==> src/rtl/debug_pkg.sv <==
// Shared definitions for the host-side debug controller: command bytes,
// the HALT instruction word and the FSM / dump-section encodings.
package debug_pkg;

  localparam logic [7:0]  CMD_LOAD  = 8'h4C;
  localparam logic [7:0]  CMD_RUN   = 8'h52;
  localparam logic [7:0]  CMD_STEP  = 8'h53;
  localparam logic [7:0]  CMD_DUMP  = 8'h44;
  localparam logic [31:0] HALT_WORD = 32'h0000_003F;

  typedef enum logic [2:0] {
    ST_IDLE,
    ST_LOAD,
    ST_RUN,
    ST_STEP,
    ST_DUMP_ADDR,
    ST_DUMP_LATCH,
    ST_DUMP_SEND,
    ST_DUMP_WAIT
  } state_e;

  typedef enum logic [1:0] {
    DUMP_PC,
    DUMP_REG,
    DUMP_MEM
  } section_e;

  typedef enum logic [1:0] {
    SER_IDLE,
    SER_SEND,
    SER_WAIT
  } ser_state_e;

endpackage

==> src/rtl/debug_word_serializer.sv <==
// Latches one word and sends it MSB-first as bytes over a start/done
// UART TX handshake; pulses done_o after the last byte is acknowledged.
module debug_word_serializer
  import debug_pkg::*;
#(
  parameter int unsigned WORD_SZ = 32
) (
  input  logic               clk_i,
  input  logic               rst_i,
  input  logic               load_i,
  input  logic [WORD_SZ-1:0] word_i,
  output logic [7:0]         tx_data_o,
  output logic               tx_start_o,
  input  logic               tx_done_i,
  output logic               done_o
);

  localparam int unsigned NB = WORD_SZ / 8;
  localparam int unsigned CW = (NB > 1) ? $clog2(NB) : 1;

  ser_state_e         state_q, state_d;
  logic [WORD_SZ-1:0] shift_q, shift_d;
  logic [CW-1:0]      cnt_q, cnt_d;

  always_ff @(posedge clk_i) begin
    if (rst_i) begin
      state_q <= SER_IDLE;
      shift_q <= '0;
      cnt_q   <= '0;
    end else begin
      state_q <= state_d;
      shift_q <= shift_d;
      cnt_q   <= cnt_d;
    end
  end

  always_comb begin
    state_d    = state_q;
    shift_d    = shift_q;
    cnt_d      = cnt_q;
    tx_start_o = 1'b0;
    done_o     = 1'b0;
    case (state_q)
      SER_IDLE: begin
        if (load_i) begin
          shift_d = word_i;
          cnt_d   = '0;
          state_d = SER_SEND;
        end
      end
      SER_SEND: begin
        tx_start_o = 1'b1;
        state_d    = SER_WAIT;
      end
      SER_WAIT: begin
        // tx_done only counts here, so a stray ack can never trigger a resend
        if (tx_done_i) begin
          if (cnt_q == CW'(NB - 1)) begin
            done_o  = 1'b1;
            state_d = SER_IDLE;
          end else begin
            shift_d = shift_q << 8;
            cnt_d   = cnt_q + CW'(1);
            state_d = SER_SEND;
          end
        end
      end
      default: state_d = SER_IDLE;
    endcase
  end

  assign tx_data_o = shift_q[WORD_SZ-1 -: 8];

endmodule

==> src/rtl/debug_unit.sv <==
// Host-side load/run/step/dump controller for the pipeline, driven by a
// UART RX byte stream and dumping PC, GPRs and DMEM over UART TX.
module debug_unit
  import debug_pkg::*;
#(
  parameter int unsigned INST_SZ     = 32,
  parameter int unsigned DBG_ADDR_SZ = 5,
  parameter int unsigned N_REGS      = 32,
  parameter int unsigned MEM_WORDS   = 32,
  parameter int unsigned IMEM_WORDS  = 64
) (
  input  logic                   i_clk,
  input  logic                   i_reset,
  input  logic [7:0]             i_rx_data,
  input  logic                   i_rx_done,
  output logic [7:0]             o_tx_data,
  output logic                   o_tx_start,
  input  logic                   i_tx_done,
  output logic                   o_write,
  output logic [INST_SZ-1:0]     o_instruction,
  output logic                   o_enable,
  output logic [DBG_ADDR_SZ-1:0] o_debug_addr,
  input  logic [INST_SZ-1:0]     i_pc,
  input  logic [INST_SZ-1:0]     i_reg,
  input  logic [INST_SZ-1:0]     i_mem,
  input  logic                   i_halt
);

  localparam int unsigned NB  = INST_SZ / 8;
  localparam int unsigned BCW = (NB > 1) ? $clog2(NB) : 1;
  localparam int unsigned WCW = $clog2(IMEM_WORDS + 1);

  state_e                   state_q, state_d;
  section_e                 sec_q, sec_d;
  logic [DBG_ADDR_SZ-1:0]   addr_q, addr_d;
  logic [BCW-1:0]           bcnt_q, bcnt_d;
  logic [WCW-1:0]           wcnt_q, wcnt_d;
  logic [INST_SZ-1:0]       word_q, word_d;
  logic [INST_SZ-1:0]       instr_q, instr_d;
  logic                     write_q, write_d;
  logic                     enable_q, enable_d;
  logic                     start_dump;
  logic                     ser_load, ser_done;
  logic [INST_SZ-1:0]       ser_word;

  always_ff @(posedge i_clk) begin
    if (i_reset) begin
      state_q  <= ST_IDLE;
      sec_q    <= DUMP_PC;
      addr_q   <= '0;
      bcnt_q   <= '0;
      wcnt_q   <= '0;
      word_q   <= '0;
      instr_q  <= '0;
      write_q  <= 1'b0;
      enable_q <= 1'b0;
    end else begin
      state_q  <= state_d;
      sec_q    <= sec_d;
      addr_q   <= addr_d;
      bcnt_q   <= bcnt_d;
      wcnt_q   <= wcnt_d;
      word_q   <= word_d;
      instr_q  <= instr_d;
      write_q  <= write_d;
      enable_q <= enable_d;
    end
  end

  always_comb begin
    case (sec_q)
      DUMP_PC:  ser_word = i_pc;
      DUMP_REG: ser_word = i_reg;
      default:  ser_word = i_mem;
    endcase
  end

  always_comb begin
    state_d    = state_q;
    sec_d      = sec_q;
    addr_d     = addr_q;
    bcnt_d     = bcnt_q;
    wcnt_d     = wcnt_q;
    word_d     = word_q;
    instr_d    = instr_q;
    write_d    = 1'b0;
    enable_d   = 1'b0;
    start_dump = 1'b0;
    ser_load   = 1'b0;
    case (state_q)
      ST_IDLE: begin
        if (i_rx_done) begin
          case (i_rx_data)
            CMD_LOAD: begin
              state_d = ST_LOAD;
              bcnt_d  = '0;
              wcnt_d  = '0;
              word_d  = '0;
            end
            CMD_RUN:  state_d = ST_RUN;
            CMD_STEP: state_d = ST_STEP;
            CMD_DUMP: start_dump = 1'b1;
            default: ;
          endcase
        end
      end
      ST_LOAD: begin
        if (i_rx_done) begin
          word_d = {word_q[INST_SZ-9:0], i_rx_data};
          if (bcnt_q == BCW'(NB - 1)) begin
            bcnt_d  = '0;
            write_d = 1'b1;
            instr_d = word_d;
            wcnt_d  = wcnt_q + WCW'(1);
            if (word_d == INST_SZ'(HALT_WORD) || wcnt_q == WCW'(IMEM_WORDS - 1))
              state_d = ST_IDLE;
          end else begin
            bcnt_d = bcnt_q + BCW'(1);
          end
        end
      end
      ST_RUN: begin
        if (i_halt) start_dump = 1'b1;
        else        enable_d   = 1'b1;
      end
      ST_STEP: begin
        // Stay one extra cycle so the single enable pulse ends before DUMP begins
        if (enable_q || i_halt) start_dump = 1'b1;
        else                    enable_d   = 1'b1;
      end
      ST_DUMP_ADDR:  state_d = ST_DUMP_LATCH;
      ST_DUMP_LATCH: begin
        ser_load = 1'b1;
        state_d  = ST_DUMP_SEND;
      end
      ST_DUMP_SEND:  state_d = ST_DUMP_WAIT;
      ST_DUMP_WAIT: begin
        if (ser_done) begin
          state_d = ST_DUMP_ADDR;
          case (sec_q)
            DUMP_PC: begin
              sec_d  = DUMP_REG;
              addr_d = '0;
            end
            DUMP_REG: begin
              if (addr_q == DBG_ADDR_SZ'(N_REGS - 1)) begin
                sec_d  = DUMP_MEM;
                addr_d = '0;
              end else begin
                addr_d = addr_q + DBG_ADDR_SZ'(1);
              end
            end
            default: begin
              if (addr_q == DBG_ADDR_SZ'(MEM_WORDS - 1) || addr_q == '1)
                state_d = ST_IDLE;
              else
                addr_d = addr_q + DBG_ADDR_SZ'(1);
            end
          endcase
        end
      end
      default: state_d = ST_IDLE;
    endcase
    if (start_dump) begin
      state_d = ST_DUMP_ADDR;
      sec_d   = DUMP_PC;
      addr_d  = '0;
    end
  end

  debug_word_serializer #(
    .WORD_SZ(INST_SZ)
  ) u_ser (
    .clk_i     (i_clk),
    .rst_i     (i_reset),
    .load_i    (ser_load),
    .word_i    (ser_word),
    .tx_data_o (o_tx_data),
    .tx_start_o(o_tx_start),
    .tx_done_i (i_tx_done),
    .done_o    (ser_done)
  );

  assign o_write       = write_q;
  assign o_instruction = instr_q;
  assign o_enable      = enable_q;
  assign o_debug_addr  = addr_q;

endmodule

==> config.mk <==
export PLATFORM = sky130hd
export DESIGN_NAME = debug_unit
export DESIGN_NICKNAME = d
export VERILOG_FILES = /design/src/rtl/debug_pkg.sv /design/src/rtl/debug_word_serializer.sv /design/src/rtl/debug_unit.sv
export SDC_FILE = /design/constraint.sdc
export NUM_CORES = 1
export LEC_CHECK = 0
export ABC_AREA = 1
export CORE_MARGIN = 8
export CORE_UTILIZATION = 40
export DETAILED_ROUTE_END_ITERATION = 12
export GPL_TIMING_DRIVEN = 0
export PLACE_DENSITY = 0.71
export SYNTH_ARGS = -nofsm -noshare
export SYNTH_HDL_FRONTEND = slang
export SYNTH_HIERARCHICAL = 1
export SYNTH_SLANG_ARGS = --single-unit
==> constraint.sdc <==
create_clock -name i_clk -period 1.65 [get_ports i_clk]
set_input_delay 0.165 -clock i_clk [delete_from_list [all_inputs] [get_ports i_clk]]
set_output_delay 0.165 -clock i_clk [all_outputs]
set_load 0.02 [all_outputs]
==> run_results.csv <==
group,metric,value,unit
route,ant_nets,0,
sta,max_freq,617.7,MHz
route,avgRoutedWirePerCell,14.49,um
setup_path,criticalPathCategory,"reg -> reg",
die,ios,157,
power_and_ir_drop,p_leak,3.849,nW
setup_path,path_buf_inv,1,
global_route,grt_pass1_vias,6121,
global_route,use_met3,0.06718,
setup_path,crit_fanout,4,
global_route,grt_first_pass_wirelength,29500,um
yosys,synth_nets,1010,
route,vias,6233,
yosys,synth_cell_types,33,
placed_design,dp_hpwl,13960,um
yosys,seq_area_frac_synth,0.3874,
clocking,clkLatencyLatePin,0.41,ns
setup_path,crit_slowest_cell,"dfxtp_4",
die,die_x,136.8,um
yosys,synth.avg_cell_area,6.517,um^2
layout,fillerInstances,1362,
setup_path,path_cells,"ha_4 > nand2_4 > nor2_2 > ha_2 > nand2_2 > nand2_2 > nor2_4 > inv_4 > nor2_4 > nand3_2 > xor2_1 > nor2_1",
placed_design,dp_slack,-0.6055,ns
run,maxCapViolations,0,
setup_path,cp_top_family,"simple AND/OR/NAND/NOR gates",
setup_path,max_stage_delay,0.36,ns
setup_path,endpoint_kind,"flop",
layout,syn2layout_area_growth,47.68,%
yosys,synth_area,5839,um^2
clocking,cts_buffers,17,
layout,seqCellArea,2278,um^2
clocking,root_buffer,"clkbuf_16",
route,route.detailed.drc,0,
yosys,synthArstFlopShare,0,
global_route,met1_usage,0.2243,
clocking,numClockSinks,113,
yosys,synthMostInstantiatedCell,"nand2_1",
setup_path,reg2reg_slack,0.03,ns
worst_hold_path,hold_class,"in -> reg",
clocking,ctsHoldBuffers,0,
sta,worstMarginPinSlew,0.5123,ns
die,start_util,0.4048,
placed_design,gp_congestion,0.8305,
route,first_pass_iters,5,
die,design.die.area,18720,um^2
layout,drive_gt1_frac,0.1491,
die,coreArea,14420,um^2
yosys,synth_edf_count,0,
sta,fin_crit_sh,0.9812,
yosys,synth_area_leaders,"dfxtp_1 (39%), nand2_1 (17%), nand3_1 (8.3%)",
placed_design,io_buffers,156,
sta,finalHoldViolCount,0,
yosys,synth_flop_cell,"dfxtp_1",
global_route,busiest_layer,"met2",
die,fp-row-count,44,
layout,fin_nets,1201,
sta,setup_ws,0.03100,ns
yosys,synth_top_cell_area_share,0.3874,
die,die-height,136.8,um
global_route,grtUsageTotal,0.1978,
global_route,grt-ovfl-total,0,
clocking,tritoncts,"done",
sta,slew_violations,0,
layout,multi_input_area,3068,um^2
clocking,cts-htree-levels,4,
route,drt_iter0_drc,445,
sta,rsz0062_at_grt,"true",
global_route,grt.met2_usage,0.3391,
yosys,yosysTopAreaCell,"dfxtp_1",
layout,diodes,0,
yosys,syn-instance-count,896,
sta,finalSetupViolations,0,
setup_path,start_kind,"flop",
clocking,path_clk_slew,0.06,ns
route,post_drt_via_cell_ratio,4.854,
route,routed_wl,18610,um
setup_path,worstPathRequired,1.96,ns
setup_path,cp.arrival,1.93,ns
global_route,antenna_found_initial,0,
yosys,yosys-top-cells-count,"nand2_1 (263), nor2_1 (114), dfxtp_1 (113), nand3_1 (97), inv_1 (91)",
clocking,cts.path.max_buffers,2,
sta,period_minus_slack,1.619,ns
sta,final.setup_skew,0.007641,ns
yosys,ys_seq_elements,113,
global_route,grt_max_degree,17,
yosys,synth.yosys.warnings,6,
layout,final_util,0.5978,
power_and_ir_drop,ir_worst_vdd,0.7041,mV
sta,relSlewSlack,0.6585,
power_and_ir_drop,powerDensity,880.9,nW/um^2
outcome,outcome,"finished clean",
==> cell type report <==
cell class / instances / area share
inverters: 100 / 0.04600
plain buffers: 51 / 0.03627
clock inverters: 13 / 0.02002
repair buffers: 174 / 0.1997
multi-input cells: 630 / 0.3558
clock buffers: 19 / 0.05136
well taps: 184 / 0.02670
flip-flops and latches: 113 / 0.2642
==> routing by layer <==
| layer | up-vias | wire length (um) |
|---|---|---|
| li1 | 3214 | - |
| met1 | 2772 | 7684 |
| met2 | 218 | 9049 |
| met3 | 29 | 1502 |
| met4 | 0 | 374 |
| met5 | - | 0 |
==> power breakdown <==
group	total [W]	internal (W)	switching, W
registers	0.00279	0.00276	0.0000315
clock network	0.00381	0.00245	0.00137
logic	0.000992	0.000465	0.000527
total	0.00760	0.00567	0.00193
==> cells by family (layout without fill, tap and decap cells) <==
kind of cell / count (synthesis) / count (layout) / synth area share
adder cells (fa/ha/maj): 5 / 5 / 0.01071
AND/OR/NAND/NOR: 498 / 498 / 0.3574
AO/OA/AOI/OAI: 123 / 123 / 0.1251
XOR/XNOR: 4 / 4 / 0.005999
flip-flops: 113 / 113 / 0.3874
buffers and inverters: 153 / 357 / 0.1134
==> stage by stage <==
step           hold slack (ns)  total power (W)  std cells  TNS [ns]  instance area, um^2
3_5_place_dp            0.4536         0.003690       1236    -34.59                 7659
4_1_cts                 0.3654         0.007530       1270         0                 8322
3_3_place_gp            0.4513         0.003687       1236    -33.19                 7659
5_1_grt                 0.1771         0.007890       1284   -0.7143                 8623
2_1_floorplan           0.2341         0.003277        896         0                 5867
6_report                0.1717         0.007596       1284         0                 8623
==> worst paths after layout <==
path,start,to,cells after the start
max,o_debug_addr[1],o_debug_addr[3],12
min,i_rx_data[4],word_q[4],3
max reg2reg,o_debug_addr[1],o_debug_addr[3],12
min reg2reg,word_q[19],word_q[19],2
==> layout by cell type, fill, tap and decap left out, types with 5 or more instances in the layout <==
| master | count |
|---|---|
| nand2_2 | 7 |
| nand2_1 | 257 |
| nand3_1 | 95 |
| clkdlybuf4s50_1 | 150 |
| clkbuf_2 | 7 |
| dfxtp_1 | 106 |
| o21ai_2 | 20 |
| buf_4 | 26 |
| a22oi_1 | 9 |
| inv_1 | 87 |
| o21ai_1 | 9 |
| buf_2 | 9 |
| nor2_4 | 7 |
| o21ai_0 | 30 |
| dlymetal6s2s_1 | 5 |
| inv_6 | 6 |
| nor2_1 | 103 |
| buf_6 | 6 |
| clkbuf_1 | 13 |
| nor2_2 | 8 |
| a21oi_1 | 48 |
| inv_2 | 5 |
| clkbuf_4 | 6 |
| clkbuf_16 | 17 |
| nand4_1 | 6 |
==> what timing repair did <==
item                                    in CTS  in global routing
setup buffers                                3                 15
endpoints found under the setup margin      91                 88
gates resized for setup                     17                 71
pin swaps                                    3                 15
==> sequential cells by signal, summed over array words and instances, names as in the netlist <==
signal and count:
o_write 1, wcnt_q 7, word_q 24, u_ser/state_q 2, o_debug_addr 5, bcnt_q 2, o_instruction 32, u_ser/cnt_q 2
o_enable 1, u_ser/shift_q 32, sec_q 2, state_q 3
==> tightest hold or removal path: stages <==
cell	delay, ns
dlymetal6s2s_1	0.20
nand2_1	0.10
a21oi_1	0.06
Power figures use the tool's default switching activity.
